`src/rtl/debounce_fsm.sv`:
```
// Switch debouncer: two-flop synchronizer, shared sample tick, confirm-count FSM.
// Outputs are registered; a level change is accepted after CONFIRM consecutive agreeing ticks.
module debounce_fsm #(
    parameter int TICK_W  = 20,
    parameter int CONFIRM = 3
) (
    input  logic i_clk,
    input  logic i_rst,
    input  logic i_sw,
    output logic o_db_lvl,
    output logic o_db_rise,
    output logic o_db_fall,
    output logic o_tick
);

    localparam logic [3:0] CNT_INIT = 4'(CONFIRM - 1);

    typedef enum logic [1:0] {
        ZERO  = 2'd0,
        WAIT1 = 2'd1,
        ONE   = 2'd2,
        WAIT0 = 2'd3
    } state_t;

    logic              sw_m_q;
    logic              sw_s_q;
    logic [TICK_W-1:0] tick_q;
    logic [TICK_W-1:0] tick_d;
    state_t            state_q;
    logic [3:0]        cnt_q;
    logic              lvl_q;
    logic              rise_q;
    logic              fall_q;

    always_ff @(posedge i_clk) begin
        if (i_rst) begin
            sw_m_q <= 1'b0;
            sw_s_q <= 1'b0;
        end else begin
            sw_m_q <= i_sw;
            sw_s_q <= sw_m_q;
        end
    end

    // Free-running; never restarted on state entry, so accept latency varies by up to one tick period.
    assign tick_d = tick_q + TICK_W'(1);
    assign o_tick = &tick_q;

    always_ff @(posedge i_clk) begin
        if (i_rst) begin
            tick_q <= '0;
        end else begin
            tick_q <= tick_d;
        end
    end

    always_ff @(posedge i_clk) begin
        if (i_rst) begin
            state_q <= ZERO;
            cnt_q   <= 4'd0;
            lvl_q   <= 1'b0;
            rise_q  <= 1'b0;
            fall_q  <= 1'b0;
        end else begin
            rise_q <= 1'b0;
            fall_q <= 1'b0;
            unique case (state_q)
                ZERO: begin
                    if (sw_s_q) begin
                        state_q <= WAIT1;
                        cnt_q   <= CNT_INIT;
                    end
                end
                WAIT1: begin
                    // A disagreeing sample wins over a tick landing in the same cycle.
                    if (!sw_s_q) begin
                        state_q <= ZERO;
                    end else if (o_tick) begin
                        if (cnt_q == 4'd0) begin
                            state_q <= ONE;
                            lvl_q   <= 1'b1;
                            rise_q  <= 1'b1;
                        end else begin
                            cnt_q <= cnt_q - 4'd1;
                        end
                    end
                end
                ONE: begin
                    if (!sw_s_q) begin
                        state_q <= WAIT0;
                        cnt_q   <= CNT_INIT;
                    end
                end
                WAIT0: begin
                    if (sw_s_q) begin
                        state_q <= ONE;
                    end else if (o_tick) begin
                        if (cnt_q == 4'd0) begin
                            state_q <= ZERO;
                            lvl_q   <= 1'b0;
                            fall_q  <= 1'b1;
                        end else begin
                            cnt_q <= cnt_q - 4'd1;
                        end
                    end
                end
                default: begin
                    state_q <= ZERO;
                end
            endcase
        end
    end

    assign o_db_lvl  = lvl_q;
    assign o_db_rise = rise_q;
    assign o_db_fall = fall_q;

endmodule

```
`config.mk`:
```
export PLATFORM = sky130hd
export DESIGN_NAME = debounce_fsm
export DESIGN_NICKNAME = d
export VERILOG_FILES = /design/src/rtl/debounce_fsm.sv
export SDC_FILE = /design/constraint.sdc
export NUM_CORES = 1
export LEC_CHECK = 0
export BUFFER_PORTS_ARGS = -buffer_cell sky130_fd_sc_hd__buf_4
export CORE_MARGIN = 5
export CORE_UTILIZATION = 49
export DETAILED_ROUTE_END_ITERATION = 8
export PLACE_DENSITY = 0.72
export SLEW_MARGIN = 20
export SYNTH_ARGS = -nofsm -noshare
export SYNTH_HDL_FRONTEND = slang
export SYNTH_SLANG_ARGS = --single-unit
```
`constraint.sdc`:
```
create_clock -name i_clk -period 1.7 [get_ports i_clk]
set_clock_uncertainty 0.05 [all_clocks]
set_input_delay 0.34 -clock i_clk [delete_from_list [all_inputs] [get_ports i_clk]]
set_output_delay 0.34 -clock i_clk [all_outputs]
set_load 0.005 [all_outputs]
```
# After elaboration in Yosys (flattened, before gate mapping)
# Index checks and enable logic that the tools add are counted.
dict set report word_totals {
  ff_bits 31
  word_cells 62
}
dict set report classes {
  add_sub_neg 2
  eq_ne 15
  n_mux 25
  n_bitwise 3
  reduce_logical 9
}
# op n
set op_table {}
lappend op_table {{two-way mux 4 bit} 6}
lappend op_table {{adder 20 x 1 -> 20 bit (second input constant)} 1}
lappend op_table {{AND reduction 20 bit} 1}
lappend op_table {{two-way mux 2 bit} 8}
lappend op_table {{!= test 2 bit (second input constant)} 8}
lappend op_table {{one-hot mux 4 bit (4 select lines)} 1}
lappend op_table {{!= test 3 bit (second input constant)} 4}
lappend op_table {{two-way mux 1 bit} 8}
lappend op_table {{one-hot mux 2 bit (4 select lines)} 1}
lappend op_table {{AND reduction 7 bit} 1}
lappend op_table {{AND reduction 6 bit} 1}
lappend op_table {{OR reduction 3 bit} 2}
lappend op_table {{== test 2 bit (second input constant)} 2}
lappend op_table {{zero test 4 bit} 1}
lappend op_table {{AND reduction 4 bit} 1}
lappend op_table {{subtractor 4 x 1 -> 4 bit (second input constant)} 1}
lappend op_table {{NOT 1 bit} 3}
lappend op_table {{== test 2 x 1 -> 1 bit (second input constant)} 1}
lappend op_table {{zero test 2 bit} 1}
lappend op_table {{one-hot mux 1 bit (2 select lines)} 1}
lappend op_table {{nonzero test 2 bit} 1}

# Longest topological paths before layout
dict set report logic_depth {
  ltp_word 5
  ltp_mapped 6
}

# Worst setup path after synthesis
# OpenSTA, ideal clock, no wires.
dict set report synth_timing {
  kind {register -> register}
  from {register tick_q[0]}
  to {register cnt_q[3]}
  setup_time_ns 0.070
  arrival_ns 1.679
  slack_ns -0.098
  path_stages_with_launch 6
  path_buffers 0
  period_less_slack_ns 1.798
  cell_sequence {dfxtp_1 -> ha_1 -> nand4_1 -> a2111o_1 -> or4_1 -> a21oi_1}
}
dict set report synth_via {
  elab_chain_cells 4
  word_cells_on_any_way 5
  cone_classes {4 x mux; 1 x reduce/logical}
}
# element line_no
set synth_rtl {}
lappend synth_rtl {{start, declared} 27} ;# logic [TICK_W-1:0] tick_q;
lappend synth_rtl {{start signal, assigned} 53} ;# tick_q <= tick_d;
lappend synth_rtl {{AND reduction 20 bit *} 47} ;# assign o_tick = &tick_q;
lappend synth_rtl {{two-way mux 4 bit *} --}
lappend synth_rtl {{two-way mux 4 bit (on tied branches)} --}
lappend synth_rtl {{one-hot mux 4 bit (4 select lines) *} --}
lappend synth_rtl {{end signal, assigned} 84} ;# cnt_q <= cnt_q - 4'd1;
lappend synth_rtl {{end signal, assigned} 103} ;# cnt_q <= cnt_q - 4'd1;
lappend synth_rtl {{end, declared} 30} ;# logic [3:0] cnt_q;
# Every way passes the cells marked *; elsewhere a longest branch is shown, timed or not. The select of a mux whose other input is x is not followed.
# A chain may end at the register's enable or synchronous reset.

# Worst setup path in the final report
dict set report layout_timing {
  from {register tick_q[0]}
  to {output o_tick}
}
dict set report layout_via {
  elab_chain_cells 1
}
# element line_no
set layout_rtl {}
lappend layout_rtl {{AND reduction 20 bit} 47}
lappend layout_rtl {{end, declared} 13} ;# output logic o_tick
# Every way passes these cells.

==> impl_metrics.tcl <==
set metrics [dict create \
    fin_ws_ns -0.111 \
    start_util_pct 50.8 \
    async_reset_ff_share_pct 0 \
    fmax_mhz 552 \
    required_ns 1.31 \
    final_util_pct 70.9 \
    slew_violations 0 \
    crit_fanout 3 \
    cts_root_buffer "clkbuf_4" \
    die_area_um2 4030 \
    endpoint_kind "primary output" \
    crit_family "simple AND/OR/NAND/NOR gates" \
    worstMarginPinSlew_ns 0.355 \
    path_depth 5 \
    io_pins 7 \
    port_buffers 6 \
    grt_start_max_net_pins 30 \
    period_minus_slack_ns 1.81 \
    fp.dieW_um 63.5 \
    cp_cell_sequence "ha_4, and3_4, nand3_4, nor3_4, buf_4" \
    detail-route-antenna-nets 0 \
    grt-ovfl-total 0 \
    drt_iter0_markers 86 \
    grt_use_total_pct 17.7 \
    ys_seq_area_share_pct 44.3 \
    max_cap_violations 0 \
    num_rows 19 \
    rr_worst_depth 7 \
    multi_input_area_um2 848 \
    hold_depth 2 \
    pwr_density_cell_nw_per_um2 730 \
    antenna_found_initial 0 \
    clk_pin_slew_ns 0.11 \
    routed_wl_um 3650 \
    syn_to_final_growth_pct 39.6 \
    n_antenna_cell 0 \
    syn_area_um2 1400 \
    layout-drive-gt1-share_pct 41.2 \
    drt-wirelength-per-cell_um 15.9 \
    setup_viol 7 \
    die_h_um 63.5 \
    final_cell_mix "buf_4, dfxtp_1, nor2_1, nand4_1, xor2_1" \
    seqCellArea_um2 631 \
    nets 204 \
    core-area_um2 2760 \
    synth_cells 157 \
    hpwlAfterDp_um 2070 \
    grt_pass1_vias 1336 \
    ys.warnings.count 0 \
    avgSynthCellArea_um2 8.92 \
    crit_arrival_ns 1.42 \
    synth_edf_count 0 \
    status "finished, violations left" \
    cts_max_level 2 \
    max_slew_margin_pct 76.3 \
    fillers 192 \
    violations "setup timing" \
    critical_path.slowest_cell "dfxtp_2" \
    dr.pass1.iters 4 \
    avgViaCountPerCell 5.88 \
    cp_slowest_stage_delay_ns 0.37 \
    synth_seq_cells 31 \
    synth_flop_cell "dfxtp_1" \
    cts_tree "done" \
    dr_total_vias 1353 \
    hold_viol_final 0 \
    period_share_pct 107 \
    remaining_drc_errors 0 \
    gp_congestion 0.709 \
    synth_nets 163 \
    dpl_worst_slack_ns -0.0889 \
    grt_pass1_wl_um 5800 \
    numCtsBuffers 5 \
    rsz0062_at_grt "true" \
    layout_commonest_cell "buf_4" \
    synth.distinct_cells 36 \
    ir_drop_uv 646 \
    cts_buffer_depth 2 \
    min_path_type "input port to flip-flop" \
    clk_latency_ns 0.34 \
    p_leak_nw 0.754 \
    critPathLaunchType "flip-flop" \
    cts-hold-fix-buffers 0 \
    setup.worst_path.class "flip-flop to primary output" \
    cts_sinks 31 \
    worst-path-buf-inv 1 \
]
[stage by stage]
| stage | std cells | hold slack [ns] | area, µm² | TNS (ns) | power [mW] |
|---|---|---|---|---|---|
| 2_1_floorplan | 157 | 0.364 | 1420 | 0 | 0.800 |
| 3_3_place_gp | 210 | 0.380 | 1630 | -0.00884 | 0.821 |
| 3_5_place_dp | 210 | 0.396 | 1630 | -0.410 | 0.825 |
| 4_1_cts | 221 | 0.163 | 1830 | -0.171 | 1.42 |
| 5_1_grt | 230 | 0.168 | 1950 | -1.24 | 1.48 |
| 6_report | 230 | 0.169 | 1950 | -0.332 | 1.43 |
[layout make-up]
type                       count  share of cell area [%]
clock buffer                   6                    2.62
clock inverter                 2                    1.79
inverter                       6                    1.15
multi-input combinational    113                    43.4
sequential                    31                    32.3
tap                           31                    1.98
timing repair buffer          41                    16.8
[report_power, final]
| part | internal (mW) | switching, mW |
|---|---|---|
| logic | 0.0357 | 0.0341 |
| clock network | 0.347 | 0.258 |
| registers | 0.739 | 0.0121 |
| total | 1.12 | 0.305 |
[path summary, 6_finish.rpt]
check | start | endpoint | slack, ns
worst max register to register | tick_q[0] | o_db_lvl | -0.06
worst max-delay path | tick_q[0] | o_tick | -0.11
worst min-delay path | i_sw | sw_m_q | 0.17
worst min register to register | sw_m_q | sw_s_q | 0.41
[synth_stat cells (all sizes together) (2+ instances only)]
library cell	instances	area (µm²)
o21ai	7	35.0
o31ai	6	45.0
nor3	3	15.0
xnor2	3	26.3
and4	4	36.3
nand2	10	37.5
or3	6	40.0
dfxtp	31	621
ha	3	37.5
nor2	13	48.8
buf	5	32.5
and3	2	12.5
a21oi	11	55.1
inv	6	22.5
nand3	5	25.0
nor2b	3	18.8
xor2	9	78.8
or2	2	12.5
nand4	10	68.8
or4	7	52.6
clkbuf	2	7.51
[metal layers]
| layer | GRT usage, % | routed length (µm) | up-vias |
|---|---|---|---|
| met5 | 0 | 0 | - |
| met4 | 9.61 | 94 | 0 |
| met3 | 4.62 | 142 | 9 |
| met2 | 28.8 | 1780 | 36 |
| met1 | 21.1 | 1630 | 655 |
| li1 | - | - | 653 |
[logic make-up (layout without fill, tap and decap cells)]
kind of cell,Yosys count,in the layout,share of synthesized area (%)
flip-flops,31,31,44.3
buffers and inverters,13,55,4.47
AND/OR/NAND/NOR,69,69,28.4
AO/OA/AOI/OAI,29,29,12.6
adder cells (fa/ha/maj),3,3,2.68
XOR/XNOR,12,12,7.51
[state kept, by name, indices dropped and copies added (netlist names), named ones only]
name and count:
o_db_lvl 1, state_q 1, o_db_rise 1, cnt_q 4, sw_m_q 1, tick_q 20, sw_s_q 1, o_db_fall 1
[repair_timing]
item	4_1_cts	5_1_grt
setup endpoints to repair	10	16
pin swaps	5	6
resized for setup	28	10
buffers inserted	3	9
endpoints found under the hold margin	0	0
Power figures use the tool's default switching activity.
